## src/rtl/tcm_ctrl.sv

```systemverilog
// Bus-side TCM controller in front of sim_ram: valid/ready commands in, one response per command out.
// Absorbs the 1-cycle RAM read latency and holds read data across response back-pressure.
module tcm_ctrl #(
    parameter int              DP        = 512,
    parameter int              DW        = 32,
    parameter int              MW        = 4,
    parameter int              AW        = 32,
    parameter int              RAW       = 9,
    parameter logic [AW-1:0]   BASE_ADDR = 32'h8000_0000
) (
    input  logic           clk,
    input  logic           rst_n,
    input  logic           cmd_valid,
    output logic           cmd_ready,
    input  logic           cmd_read,
    input  logic [AW-1:0]  cmd_addr,
    input  logic [DW-1:0]  cmd_wdata,
    input  logic [MW-1:0]  cmd_wmask,
    output logic           rsp_valid,
    input  logic           rsp_ready,
    output logic [DW-1:0]  rsp_rdata,
    output logic           rsp_err,
    output logic [AW-1:0]  ram_addr,
    output logic [DW-1:0]  ram_din,
    output logic           ram_we,
    output logic [MW-1:0]  ram_wem,
    input  logic [DW-1:0]  ram_dout
);

    logic           en_q, en_d;
    logic           rsp_valid_q, rsp_valid_d;
    logic           is_read_q, is_read_d;
    logic           err_q, err_d;
    logic           fresh_q, fresh_d;
    logic [DW-1:0]  hold_q, hold_d;

    logic           acc_s;
    logic           in_range_s;
    logic           unused_addr_lsb_s;

    assign unused_addr_lsb_s = ^cmd_addr[1:0];

    // Command-side handshake, window decode and RAM drive
    always_comb begin
        in_range_s = (cmd_addr[AW-1:RAW+2] == BASE_ADDR[AW-1:RAW+2]);
        cmd_ready  = en_q & (~rsp_valid_q | rsp_ready);
        acc_s      = cmd_valid & cmd_ready;
        ram_addr   = {{(AW-RAW){1'b0}}, cmd_addr[RAW+1:2]};
        ram_din    = cmd_wdata;
        ram_wem    = cmd_wmask;
        ram_we     = acc_s & ~cmd_read & in_range_s;
    end

    // Next state of the single response stage
    always_comb begin
        en_d        = 1'b1;
        rsp_valid_d = rsp_valid_q;
        is_read_d   = is_read_q;
        err_d       = err_q;
        fresh_d     = fresh_q;
        hold_d      = hold_q;
        if (acc_s) begin
            rsp_valid_d = 1'b1;
            is_read_d   = cmd_read & in_range_s;
            err_d       = ~in_range_s;
            fresh_d     = 1'b1;
        end else if (rsp_valid_q & rsp_ready) begin
            rsp_valid_d = 1'b0;
        end else if (rsp_valid_q & fresh_q) begin
            // Stalled: capture RAM data before its address register follows cmd_addr
            hold_d  = ram_dout;
            fresh_d = 1'b0;
        end else begin
            hold_d = hold_q;
        end
    end

    // State registers
    always_ff @(posedge clk or negedge rst_n) begin
        if (!rst_n) begin
            en_q        <= 1'b0;
            rsp_valid_q <= 1'b0;
            is_read_q   <= 1'b0;
            err_q       <= 1'b0;
            fresh_q     <= 1'b0;
            hold_q      <= {DW{1'b0}};
        end else begin
            en_q        <= en_d;
            rsp_valid_q <= rsp_valid_d;
            is_read_q   <= is_read_d;
            err_q       <= err_d;
            fresh_q     <= fresh_d;
            hold_q      <= hold_d;
        end
    end

    // Response outputs
    always_comb begin
        rsp_valid = rsp_valid_q;
        rsp_err   = err_q;
        if (!is_read_q) begin
            rsp_rdata = {DW{1'b0}};
        end else if (fresh_q) begin
            rsp_rdata = ram_dout;
        end else begin
            rsp_rdata = hold_q;
        end
    end

endmodule

```

## config.mk

```make
export PLATFORM = sky130hd
export DESIGN_NAME = tcm_ctrl
export DESIGN_NICKNAME = d
export VERILOG_FILES = /design/src/rtl/tcm_ctrl.sv
export SDC_FILE = /design/constraint.sdc
export NUM_CORES = 1
export LEC_CHECK = 0
export ABC_AREA = 1
export CORE_UTILIZATION = 36
export DETAILED_ROUTE_END_ITERATION = 8
export PLACE_DENSITY = 0.95
export SYNTH_ARGS = -nofsm -noshare
export SYNTH_HDL_FRONTEND = slang
export SYNTH_SLANG_ARGS = --single-unit
```

## constraint.sdc

```tcl
create_clock -name clk -period 2.2 [get_ports clk]
set_input_delay 0.33 -clock clk [delete_from_list [all_inputs] [get_ports clk]]
set_output_delay 0.33 -clock clk [all_outputs]
set_load 0.01 [all_outputs]
```

==> run summary <==
FFs w/ async S/R, synth: 100.0%
placed inst area: 3229 µm²
total gr overflow: 0
synth cell count leaders: buf_4, nand2_1, inv_1
max_cap viols: 0
root buffer cell: clkbuf_8
Initial Util: 37.99%
warnings from Yosys: 0
Placeable Area: 6907 µm²
Peak VDD IR: 0.2995 mV
Fin. Hold Viols: 0
num rows: 30
CP Cell Sequence: buf_12 > o21ai_0 > a21oi_1 > clkdlybuf4s50_1
Worst setup SP type: register
status: finished clean
Util after Layout: 48.04%
Ports: 209
CP endpoint kind: output port
Placer Congestion: 0.7124
Tot GR Track Use: 14.69%
endpoints failing setup: 0
WS Path Type: register to output port
Unique masters post-synth: 17
top cell type's share of synthesized area: 35.29%
Die Wd: 87.37 µm
min Tclk post-route: 2.042 ns
Post-DP HPWL: 4.135 mm
stages on the worst setup path: 4
Ant. Diodes: 0
Worst path slowest cell: clkdlybuf4s50_1
die area: 7634 µm²
Via density: 4.435
number of DRC markers in iteration 0: 54
setup TNS: 0 ns
Pre-antenna DRT Iters: 4
Fin Clk Skew: 0.005046 ns
Least-Margin Pin Slew: 0.8086 ns
Slew Viols, Final: 0
number of synthesized register bits: 37
Clock transition at path regs: 0.07 ns
final wirelength: 5.293 mm
Post-Synthesis Cells: 336
CP max stage delay: 0.55 ns
Mapped Avg Cell Area: 7.809 µm²
Syn Std Cell Area: 2624 µm²
TritonCTS buffer count: 5
area delta synth->final: 26.47%
synth top area cells: dfrtp_1, buf_4, o21ai_2
Tcrit/Tclk final: 92.82%
clk buf depth: 2
sequential area share after synthesis: 35.29%
Rel. slew slack: 46.09%
vias in the first global route: 2098
number of synthesized flops with an enable pin: 0
worst reg2reg path depth: 5
crit path max fanout: 44
PortBufs: 93
Top delay family on crit path: buffers and inverters
worst path buffer plus inverter count: 2
fmax: 489.7 MHz
DR vias: 2133
final instance area: 3318 µm²
Num Clock Sinks: 37
CTS tree: done
H-tree depth: 2
WL/cell: 11.00 µm
static leakage: 1.532 nW
initial antenna violation count: 0
top-count cell post-synth: buf_4
final net count: 489
# DRC: 0
first-pass GRT wire length: 8.990 mm
overall power: 2.026 mW
CP arrival: 1.71 ns
setup ws final: 0.1580 ns
ys flop type: dfrtp_1
later-pin clock latency in the skew report: 0.28 ns
pin count of the biggest net entering global routing: 45
CP required: 1.87 ns
Power Density: 610.4 nW/µm²
CTS hold repair buffers: 0
RSZ-0062 raised after global routing: false
Die Y: 87.37 µm
pre-CTS setup slack: -0.06310 ns
Hold WC Path Type: input port to async pin
share of post-route cells with drive strength above 1: 13.51%
Synth area leader: dfrtp_1
Detail Route Antenna Nets: 0
sequential cells by signal, summed over array words and instances, names as in the netlist:
| name | count |
|---|---|
| hold_q | 32 |
| en_q | 1 |
| fresh_q | 1 |
| is_read_q | 1 |
| rsp_err | 1 |
| rsp_valid | 1 |
through the flow:
| step | hold slack (ns) | std cells |
|---|---|---|
| global route | 0.2152 | 481 |
| finish | 0.1420 | 481 |
| CTS | 0.1616 | 481 |
| global placement | 0.4569 | 473 |
| floorplan | 0.03441 | 358 |
| detailed placement | 0.4629 | 473 |
worst reg2reg max path: cells and delay by family (launching register included):
family	cells	cell delay, ns
buf+inv	2	0.52
compound gates	1	0.07
flops	1	0.43
simple gates	2	0.23
cell families after synthesis:
kind of cell,share of synthesized area [%]
buffers and inverters,29.23
AOI/OAI and AO/OA,22.89
and+or+nand+nor,12.30
DFF,35.29
other,0.2862
cell type report:
| class | instances | area (µm²) |
|---|---|---|
| clock buffer | 8 | 90.09 |
| fill | 665 | 3588 |
| inverter | 38 | 142.6 |
| multi-input combinational | 199 | 1013 |
| sequential | 37 | 927.1 |
| tap | 96 | 120.1 |
| timing repair buffer | 103 | 1025 |
metal layers:
| layer | global-route usage [%] | share of wire (%) | vias to the layer above |
|---|---|---|---|
| met3 | 5.024 | 8.2 | 12 |
| met1 | 16.36 | 41 | 952 |
| met2 | 26.07 | 49 | 104 |
| met5 | 0 | 0 | - |
| met4 | 4.918 | 1.0 | 0 |
| li1 | - | - | 1065 |
path summary, 6_finish.rpt:
check / to / start / slack, ns
worst max register to register: hold_q[24]$_DFFE_PN0P_ / fresh_q$_DFFE_PN0P_ / 0.88
worst min-delay path: hold_q[7]$_DFFE_PN0P_ / rst_n / 0.14
min in group clk: hold_q[3]$_DFFE_PN0P_ / hold_q[3]$_DFFE_PN0P_ / 0.47
worst min register to register: hold_q[3]$_DFFE_PN0P_ / hold_q[3]$_DFFE_PN0P_ / 0.47
worst max-delay path: rsp_rdata[2] / fresh_q$_DFFE_PN0P_ / 0.16
max in group asynchronous: fresh_q$_DFFE_PN0P_ / rst_n / 1.51
report_power, final:
part	switching [mW]	internal [mW]
clock network	0.225	0.256
logic	0.295	0.271
registers	0.0990	0.879
layout by cell type, fill, tap and decap left out, types with 2 or more instances in the layout:
cell / n
dfrtp_1: 36
inv_1: 38
o21ai_2: 32
buf_4: 8
clkdlybuf4s50_1: 91
nor2_1: 22
nand3_1: 4
nand2_1: 49
o21ai_0: 32
clkbuf_1: 2
clkbuf_8: 6
nand4_1: 2
buf_12: 2
a21oi_1: 32
conb_1: 24
repair_timing:
| item | in CTS | in global routing |
|---|---|---|
| setup endpoints to repair | 1 | 0 |
| resized for setup | 1 | 0 |
| setup buffers | 0 | 0 |
(Power assumes the default switching activity.)
